===== src/rtl/imem_loader.sv =====
// imem_loader: byte-stream boot loader that assembles little-endian words into instruction memory.
// Optional trailing checksum byte enabled by defining IMEM_LOADER_CHECKSUM_EN.
module imem_loader #(
  parameter int ADDR_WIDTH = 6
) (
  input  logic                  CLK,
  input  logic                  RST,
  input  logic                  in_valid,
  input  logic [7:0]            in_data,
  output logic                  in_ready,
  input  logic                  reload,
  output logic                  mem_we,
  output logic [ADDR_WIDTH-1:0] mem_waddr,
  output logic [31:0]           mem_wdata,
  output logic                  core_rst_n,
  output logic                  done,
  output logic                  error
);
  localparam logic [2:0] S_LEN0 = 3'd0;
  localparam logic [2:0] S_LEN1 = 3'd1;
  localparam logic [2:0] S_DATA = 3'd2;
  localparam logic [2:0] S_DONE = 3'd4;
  localparam logic [2:0] S_ERR  = 3'd5;
`ifdef IMEM_LOADER_CHECKSUM_EN
  localparam logic [2:0] S_CSUM = 3'd3;
  localparam logic [2:0] S_END  = S_CSUM;
`else
  localparam logic [2:0] S_END  = S_DONE;
`endif
  localparam logic [16:0] CAP = 17'(2 ** ADDR_WIDTH);

  logic [2:0]            state, state_nxt;
  logic [7:0]            len_lo;
  logic [ADDR_WIDTH:0]   n, word_cnt, word_nxt;
  logic [1:0]            byte_cnt;
  logic [23:0]           acc;
  logic [15:0]           len;
  logic                  accept, restart;
`ifdef IMEM_LOADER_CHECKSUM_EN
  logic [7:0]            csum;
`endif

  assign in_ready = !(state == S_DONE || state == S_ERR);
  assign accept   = in_valid & in_ready;
  assign restart  = reload & ~in_ready;
  assign len      = {in_data, len_lo};
  assign word_nxt = word_cnt + {{ADDR_WIDTH{1'b0}}, 1'b1};

  always_comb begin
    state_nxt = state;
    if (restart) state_nxt = S_LEN0;
    else if (accept)
      case (state)
        S_LEN0: state_nxt = S_LEN1;
        S_LEN1: state_nxt = ({1'b0, len} > CAP) ? S_ERR : (len == 16'd0) ? S_END : S_DATA;
        S_DATA: state_nxt = (byte_cnt == 2'd3 && word_nxt == n) ? S_END : S_DATA;
`ifdef IMEM_LOADER_CHECKSUM_EN
        S_CSUM: state_nxt = (in_data == csum) ? S_DONE : S_ERR;
`endif
        default: state_nxt = state;
      endcase
  end

  // Status outputs follow the next state so the final write and the core release share a cycle.
  always_ff @(posedge CLK) begin
    if (!RST) begin
      state      <= S_LEN0;
      len_lo     <= '0;
      n          <= '0;
      byte_cnt   <= '0;
      word_cnt   <= '0;
      acc        <= '0;
      mem_we     <= 1'b0;
      mem_waddr  <= '0;
      mem_wdata  <= '0;
      core_rst_n <= 1'b0;
      done       <= 1'b0;
      error      <= 1'b0;
`ifdef IMEM_LOADER_CHECKSUM_EN
      csum       <= '0;
`endif
    end else begin
      state      <= state_nxt;
      done       <= state_nxt == S_DONE;
      error      <= state_nxt == S_ERR;
      core_rst_n <= state_nxt == S_DONE;
      mem_we     <= 1'b0;
      if (restart) begin
        len_lo   <= '0;
        n        <= '0;
        byte_cnt <= '0;
        word_cnt <= '0;
        acc      <= '0;
`ifdef IMEM_LOADER_CHECKSUM_EN
        csum     <= '0;
`endif
      end else if (accept) begin
        if (state == S_LEN0) len_lo <= in_data;
        if (state == S_LEN1) n <= len[ADDR_WIDTH:0];
        if (state == S_DATA) begin
          byte_cnt <= byte_cnt + 2'd1;
          acc      <= {in_data, acc[23:8]};
          if (byte_cnt == 2'd3) begin
            mem_we    <= 1'b1;
            mem_waddr <= word_cnt[ADDR_WIDTH-1:0];
            mem_wdata <= {in_data, acc};
            word_cnt  <= word_nxt;
          end
        end
`ifdef IMEM_LOADER_CHECKSUM_EN
        csum <= csum + in_data;
`endif
      end
    end
  end
endmodule


===== config.mk =====
export PLATFORM = sky130hd
export DESIGN_NAME = imem_loader
export DESIGN_NICKNAME = d
export VERILOG_FILES = /design/src/rtl/imem_loader.sv
export SDC_FILE = /design/constraint.sdc
export NUM_CORES = 1
export LEC_CHECK = 0
export CORE_MARGIN = 2
export CORE_UTILIZATION = 48
export DETAILED_ROUTE_END_ITERATION = 8
export GPL_ROUTABILITY_DRIVEN = 0
export PLACE_DENSITY = 0.75
export SLEW_MARGIN = 5
export SYNTH_ARGS = -nofsm -noshare
export SYNTH_HDL_FRONTEND = slang
export SYNTH_SLANG_ARGS = --single-unit

===== constraint.sdc =====
create_clock -name CLK -period 1.8 [get_ports CLK]
set_input_delay 0.36 -clock CLK [delete_from_list [all_inputs] [get_ports CLK]]
set_output_delay 0.36 -clock CLK [all_outputs]
set_load 0.02 [all_outputs]

==> results of run 1 <==
==> cells in the final DEF (no fill, tap or decap), types with 4 or more instances in the layout <==
cell,Yosys,routed
nand2_1,151,151
dfxtp_1,92,88
clkdlybuf4s50_1,0,46
a21oi_1,34,34
a21boi_0,32,32
buf_4,1,32
nor2_1,23,23
xnor2_1,10,10
clkbuf_8,0,9
mux2i_1,7,7
a21boi_1,6,6
xor2_1,5,5
nand3_1,4,4
dlygate4sd2_1,0,4
dlymetal6s2s_1,0,4
dfxtp_2,0,4
==> power by group <==
| part | internal [mW] | switching [mW] | total, mW |
|---|---|---|---|
| Clock | 0.680 | 0.801 | 1.48 |
| Sequential | 2.05 | 0.0270 | 2.08 |
| Combinational | 0.107 | 0.121 | 0.228 |
| Total | 2.84 | 0.949 | 3.79 |
==> layer usage <==
layer	up-vias	track usage
met5	-	0
met4	0	0.0972
met3	13	0.0342
met2	75	0.331
met1	1479	0.284
li1	1579	-
==> logic make-up after synthesis <==
group | Yosys count | share of synthesized area
adders and majority gates | 2 | 0.00691
muxes | 7 | 0.0194
AOI/OAI and AO/OA | 85 | 0.154
DFF | 92 | 0.509
xor gates and xnor gates | 15 | 0.0363
buffers and inverters | 30 | 0.0342
and+or+nand+nor | 203 | 0.240
==> per-stage QoR <==
stage	power, mW	util	setup slack, ns	hold WS [ns]
after floorplan	2.23	-	0.0306	0.431
after global placement	2.34	0.616	-0.476	0.442
after global routing	3.94	0.659	-0.0962	0.423
final	3.79	0.659	-0.0636	0.415
after CTS	3.81	0.648	-0.00709	0.460
after detailed placement	2.34	0.616	-0.517	0.445
==> worst register-to-register path, delay by kind of cell (launching register included) <==
family,cells,cell delay [ns]
flip-flops,1,0.36
buffers and inverters,1,0.17
AND/OR/NAND/NOR,3,0.74
adder cells (fa/ha/maj),1,0.14
AO/OA/AOI/OAI,2,0.37
==> sequential cells by signal (all words and copies together), names as in the netlist, 2 cells and up <==
signal and cells:
mem_waddr 6, acc 24, len_lo 8, state 3, byte_cnt 2, n 7, mem_wdata 32, word_cnt 7
==> what timing repair did <==
item,in CTS,in global routing
pin swaps,7,5
gates cloned,0,0
endpoints found under the hold margin,0,0
resized for setup,9,16
endpoints found under the setup margin,6,34
setup buffers,1,2
==> area by class of cell <==
class / instances / area share
clock buffers: 9 / 0.0258
clock inverters: 7 / 0.0195
inverters: 3 / 0.00234
multi-input cells: 312 / 0.366
flip-flops and latches: 92 / 0.384
well taps: 99 / 0.0258
repair buffers: 89 / 0.176
==> worst max-delay path by stage <==
stage                       endpoint                     start  cells past startpoint  slack, ns
floorplan           error$_SDFF_PN0_  word_cnt[0]$_SDFFE_PP0P_                      6       0.03
global placement     done$_SDFF_PN0_                in_data[4]                      7      -0.48
detailed placement   done$_SDFF_PN0_                in_data[4]                      7      -0.52
CTS                 error$_SDFF_PN0_  word_cnt[0]$_SDFFE_PP0P_                      7     -0.007
global route        error$_SDFF_PN0_  word_cnt[0]$_SDFFE_PP0P_                      7       -0.1
finish              error$_SDFF_PN0_  word_cnt[0]$_SDFFE_PP0P_                      7      -0.06
==> results.md, run 1 <==
- The flow ran to the end, but the final reports show violations.
- The final reports fail on negative setup slack.
- The worst hold path cell count is 4.
- Detailed placement ended at an HPWL of slightly below 6000 µm.
- Counting flops with a built-in enable in the synthesized netlist gives 0.
- The final-report hold violation count came to 0.
- Counting flops and latches in the post-synthesis netlist gives 92.
- The distinct cell type count of the synthesized netlist is 41.
- The final critical-path required period is 1.86 ns.
- After synthesis, the cell types taking the most area are dfxtp_1, nand2_1, a21boi_0.
- The diode insertion count for antenna repair is 0.
- For this run, the register share of the synthesized area comes to 0.509.
- The analysis attributes to cell leakage a power of 1.68 nW.
- The measured slew at the worst slew-check pin is 0.360 ns.
- The total detailed-routing wirelength is around 8400 µm.
- Input and output buffers added on the ports amount to 54.
- The setup check on the worst reg-to-reg path leaves a slack of -0.06 ns.
- STA puts the critical path data required time at 2.08 ns.
- The count of final max-slew check failures is 0.
- After technology mapping, the gate count stands at 434.
- The number of cells on the worst reg-to-reg path is 7.
- The core outline area is 7290 µm².
- The floorplan die height is 90.8 µm.
- Setup total negative slack on the finished layout was measured at -0.120 ns.
- The largest clock skew in the final design is 0.0137 ns.
- The number of nets in the layout is around 520.
- The effective utilization at floorplan is 0.496.
- The routed length on met1 is around 3900 µm.
- The placed instances occupy a cell area of 4490 µm².
- The layout cell share with drive strength beyond 1 is 0.141.
- The routed design uses between 3000 and 4000 µm of met2 wire.
- The stage delay of the slowest cell on the critical path is 0.39 ns.
- Excluding fillers, the count of instances in the completed layout stands at 611.
- The die covers 8250 µm².
- The post-route antenna net violation count is 0.
- In the final layout, the multi-input gates occupy 1760 µm².
- The post-synthesis average cell area is 8.34 µm².
- The met3 layer wire length in the routed design is 445 µm.
- After layout, the worst setup slack is -0.0636 ns.
- The highest layer touched by signal routing is met4.
- The worst register-to-register path ends at error$_SDFF_PN0_.
- The net count after synthesis is 448.
- Static timing analysis puts the maximum clock frequency at 537 MHz.
- The number of buffers and inverters on the critical path is 1.
- In this run the power density over the cells is 789 nW/µm².
- In this run the count of I/O pins placed on the die edge is 55.
- The post-synthesis to final-layout area growth is 32.7%.
- The data arrival time of the worst path is between 2 and 2.5 ns.
- After filler insertion, the fill cell instance count of the layout stands at ~650.
- The fraction of post-synthesis cell area in the top cell type by area is 0.509.
- The post-synthesis instance area is 3620 µm².
- The wire length of the first global-routing pass is 14,000 µm.
- The count of TritonRoute iterations in the first routing pass is 4.
- With fillers left out, the area of the finished cells amounts to 4800 µm².
- The element type at the critical path end is a flip-flop.
- The die outline width is 90.8 µm.
- The count of standard-cell rows is 31.
- The placed instance count is between 500 and 600.
- The wire length per cell after detailed routing is 13.8 µm.
- The setup-violating endpoint count in the final report is 3.
- The later-pin clock latency in the skew report is 0.37 ns.
- For this run, the total global-route usage over all layers was measured as 0.211.
- The min-delay analysis places its worst path in the category input pin to flip-flop.
- The cell with the most instances after synthesis is nand2_1.
- The end of the worst hold path is len_lo[6]$_SDFFE_PP0P_.
- STA classifies the critical path startpoint as a flip-flop.
- The largest net degree at the start of global routing is 44.
- The clock transition at the registers of the reported paths is 0.10 ns.
- The via count of the first global-routing pass is 2,951.
- In this design, the largest share of critical-path delay is due to simple AND/OR/NAND/NOR gates.
- On the critical path, the stage with the largest delay is an instance of or3_4.
- Of all nets on the critical path, the largest fanout is 3.
- Counting along the longest clock path gives a buffer depth of 2.
- The most used flip-flop cell after synthesis is dfxtp_1.
- Summing all flip-flop and latch instances after layout gives between 1500 and 2000 µm².
- IR analysis of the VDD net gives a maximum drop of around 0.46 mV.
- The number of antenna violations at the first check in global routing is 0.
- The total overflow left after global routing is 0.
- The routed layout has ~3,100 vias.
- Dividing the detail-routed via count by the number of cells gives 5.15.
- The startpoint identified for the worst hold timing path is in_data[6].
- The commonest cells after synthesis are nand2_1, dfxtp_1, a21oi_1.
- The kind of critical path is flip-flop to flip-flop.
- The final cycle utilization of the critical path is 1.04.
- Buffers inserted to repair hold after CTS numbered 0.
- The H-tree generated during clock tree synthesis spans 3 levels.
- The number of max-cap violations is 0.
- The tree is rooted in a clkbuf_8.
- For this run, design rule violations remaining after detail routing come to 0.
- Setup repair after global routing could not meet its margin everywhere.
- The source of the worst register-to-register timing path is word_cnt[0]$_SDFFE_PP0P_.
- The cell taking the most area after synthesis is dfxtp_1.
- TritonCTS built the clock tree.
- Walking the worst path, the cells encountered are ha_4 > nand3_2 > or3_4 > a211oi_4 > buf_4 > a31oi_4 > nor4b_2.
- The share of flip-flops with an asynchronous set or reset is 0.
- Clock tree synthesis found a total of 92 sinks.
- The number of clock buffers added by TritonCTS is 9.
- For this run, the number of Yosys warnings is 0.
- The headroom to the max-slew limit is 0.760.
- The number of violations reported at the end of detailed-routing iteration 0 is 257.
Note: power is estimated with default switching activity, not from simulation.
==> run 2: changes to the inputs <==
--- a/config.mk
+++ b/config.mk
@@ -5,6 +5,7 @@
 export SDC_FILE = /design/constraint.sdc
 export NUM_CORES = 1
 export LEC_CHECK = 0
+export CAP_MARGIN = 20
 export CORE_MARGIN = 2
 export CORE_UTILIZATION = 48
 export DETAILED_ROUTE_END_ITERATION = 8
==> constraint.sdc (replaced) <==
create_clock -name CLK -period 1.7 [get_ports CLK]
set_input_delay 0.34 -clock CLK [delete_from_list [all_inputs] [get_ports CLK]]
set_output_delay 0.34 -clock CLK [all_outputs]
set_load 0.02 [all_outputs]
==> run 2 against run 1 <==
Against the previous run: the run still ends with negative setup slack left; non-clock buffer count is 8 higher; fmax is 3.9% higher; routed wire length grew 2.9%; sequential power increased by 5%; largest cell class unchanged.
==> results.md, run 2 (synthesized netlist as in run 1, its figures left out) <==
- Of the total power, the share spent switching nets is 0.226.
- The number of buffers on the longest clock path is 2.
- Clock latency on the worst-skew pair, taken at its later pin, is approximately 0.36 ns.
- The clock tree root driver cell is clkbuf_8.
- The number of violations reported at the end of detailed-routing iteration 0 is about 170.
- The setup-violating endpoint count in the final report is 3.
- After detailed routing, the total wire length is slightly below 9000 µm.
- The largest clock skew in the final design is 0.00942 ns.
- The path with the worst hold slack has its endpoint at acc[22]$_SDFFE_PP0P_.
- The core outline area is roughly 7300 µm².
- The most common cell after layout, fill and taps aside is nand2_1.
- CTS built an H-tree with a depth of 3.
- Of the total power, combinational logic draws 0.063.
- The register-to-register setup slack is -0.09 ns.
- The overflow left after global routing is 0.
- The final cycle utilization of the critical path is 1.06.
- The maximum VDD drop is 0.522 mV.
- The die area is between 8000 and 9000 µm².
- The count of pins on the block boundary is between 50 and 60.
- The top achievable clock speed is 557 MHz.
- The kind of critical path is flip-flop to flip-flop.
- Adding up every negative setup slack in the final design gives -0.195 ns.
- The final route contains 3,212 vias.
- The headroom to the max-slew limit is 0.697.
- The clock drives 92 sinks.
- In this run the tool buffered the top-level ports with 54 buffer cells.
- After clock tree synthesis, the clock-pin slew on the worst setup and hold paths is 0.09 ns.
- For the finished layout, the period the worst path requires is 1.79 ns.
- The count of final max-slew check failures came to 0.
- In this run the power spent charging and discharging nets is 0.923 mW.
- The number of antenna violations at the first check in global routing is 0.
- The sequential share of power is 0.537.
- The end of the worst register-to-register path is done$_SDFF_PN0_.
- The register with the most flip-flops in the layout has 32 of them.
- The total power per unit cell area is 838 nW/µm².
- The first detailed-routing pass ran for 5 iterations.
- The post-route antenna net violation count is 0.
- The internal portion of the total power is 3.16 mW.
- STA classifies the critical path endpoint as a flip-flop.
- The die outline width is 90.8 µm.
- In this run the worst path has a maximum fanout of 3.
- The clock buffer count from CTS is 9.
- The top cell types in the final layout, fill and taps aside, are nand2_1, dfxtp_1, buf_4, clkdlybuf4s50_1, a21oi_1.
- The number of cells on the worst reg-to-reg path is 6.
- The effective utilization at floorplan is 0.496.
- The origin of the worst min-delay path is in_data[6].
- The residual DRC count is 0.
- The checks that failed: negative setup slack.
- In this run the static leakage power is between 1.5 and 2 nW.
- The data arrival time of the worst path is 2.06 ns.
- The type of element launching the critical path is a flip-flop.
- Using the TritonRoute via totals, the vias-per-cell ratio works out to around 5.2.
- The path type of the worst min-delay path is input pin to flip-flop.
- In the final layout, the registers with the most flip-flops are mem_wdata: 32 flops, acc: 24 flops, len_lo: 8 flops.
- The count of non-filler cells in the finished layout is just over 600.
- The all-layer global routing usage is 0.216.
- The share of total power dissipated in the clock network is 0.400.
- Counting tap cells, the placed design contains a total of about 600 instances.
- Setup repair after global routing could not meet its margin everywhere.
- The source of the worst register-to-register timing path is word_cnt[1]$_SDFFE_PP0P_.
- The worst hold path cell count is 4.
- The largest net degree at the start of global routing is 44.
- The via count of the first global-routing pass is 2,976.
- The flow ran to the end, but the final reports show violations.
- The minimum setup slack in the final design is -0.0941 ns.
- The count of standard-cell rows is 31.
- Dividing the detail-routed wire length by the instance count gives 14.1 µm.
- Overall power consumption after layout is estimated at 4.08 mW.
- The measured slew at the worst slew-check pin is 0.450 ns.
- The post-synthesis to final-layout area growth is 34.6%.
- From bottom edge to top edge, the die measures about 91 µm.
- The repair_antennas step left the layout with diodes totalling 0.
- At the worst endpoint, the required time is 1.97 ns.
- The tool flagged a number of max-cap violations equal to 0.
- TritonCTS built the clock tree.
- The layout cell share with drive strength beyond 1 is 0.158.
- The wire length of the first global-routing pass is 14,300 µm.
- After legalization and detailed placement, the total HPWL measured 6080 µm.
- The net count of the finished layout is 529.
- The largest register by flop count is mem_wdata.
- The final-report hold violation count is 0.
## run 2: changes by cell type in the layout (fill, tap and decap cells not counted), sizes merged, moves of 2 or more
| cell | delta |
|---|---|
| clkbuf | +2 |
| buf | +8 |
| inv | -2 |
| dlymetal6s2s | +5 |
| clkdlybuf4s50 | -8 |
## run 2: metal layers
metal,routed length [µm],global-route usage,up-vias
li1,-,-,1584
met1,4010,0.285,1502
met2,4050,0.353,116
met3,521,0.0376,10
met4,112,0.0833,0
met5,0,0,-
## run 2: through the flow
stage,area [µm²],hold slack [ns],setup slack (ns),utilization
global placement,4580,0.443,-0.538,0.628
finish,4870,0.354,-0.0941,0.668
detailed placement,4580,0.448,-0.621,0.628
floorplan,3650,0.431,0.00418,-
global route,4870,0.372,-0.174,0.668
CTS,4830,0.461,-0.0980,0.663
## run 2: final cells by class
type / instances / area [µm²]
fillers: 636 / 2420
well taps: 99 / 124
clock inverters: 5 / 85.1
repair buffers: 97 / 916
multi-input cells: 312 / 1750
flip-flops and latches: 92 / 1850
clock buffers: 10 / 138
inverters: 3 / 11.3
## run 2: what timing repair did
action | in CTS | in global routing
gates resized for setup | 16 | 19
setup buffers | 0 | 0
hold buffers | 0 | 0
endpoints found under the setup margin | 10 | 19
pin swaps | 6 | 3
hold endpoints to repair | 0 | 0
## run 2: how the worst max path moves through the flow
stage / slack, ns / end / startpoint
after detailed placement: -0.62 / done$_SDFF_PN0_ / in_data[4]
after global routing: -0.17 / done$_SDFF_PN0_ / word_cnt[0]$_SDFFE_PP0P_
after global placement: -0.54 / done$_SDFF_PN0_ / in_data[4]
after CTS: -0.1 / done$_SDFF_PN0_ / word_cnt[1]$_SDFFE_PP0P_
final: -0.09 / done$_SDFF_PN0_ / word_cnt[1]$_SDFFE_PP0P_
after floorplan: 0.004 / done$_SDFF_PN0_ / in_data[4]
## run 2: worst max-delay path, cell delays in order, from the launching register on
cell and delay [ns]:
dfxtp_2 0.36, ha_4 0.15, nand3_2 0.09, or3_4 0.39, a211oi_4 0.25, a31oi_2 0.17, nor4_2 0.30
## run 2: power groups by stage
| stage | clock (mW) | sequential (mW) | combinational (mW) |
|---|---|---|---|
| 3_3_place_gp | 0 | 2.24 | 0.245 |
| 2_1_floorplan | 0 | 2.24 | 0.125 |
| 3_5_place_dp | 0 | 2.24 | 0.252 |
| 5_1_grt | 1.74 | 2.19 | 0.277 |
| 4_1_cts | 1.65 | 2.19 | 0.253 |
| 6_report | 1.63 | 2.19 | 0.257 |
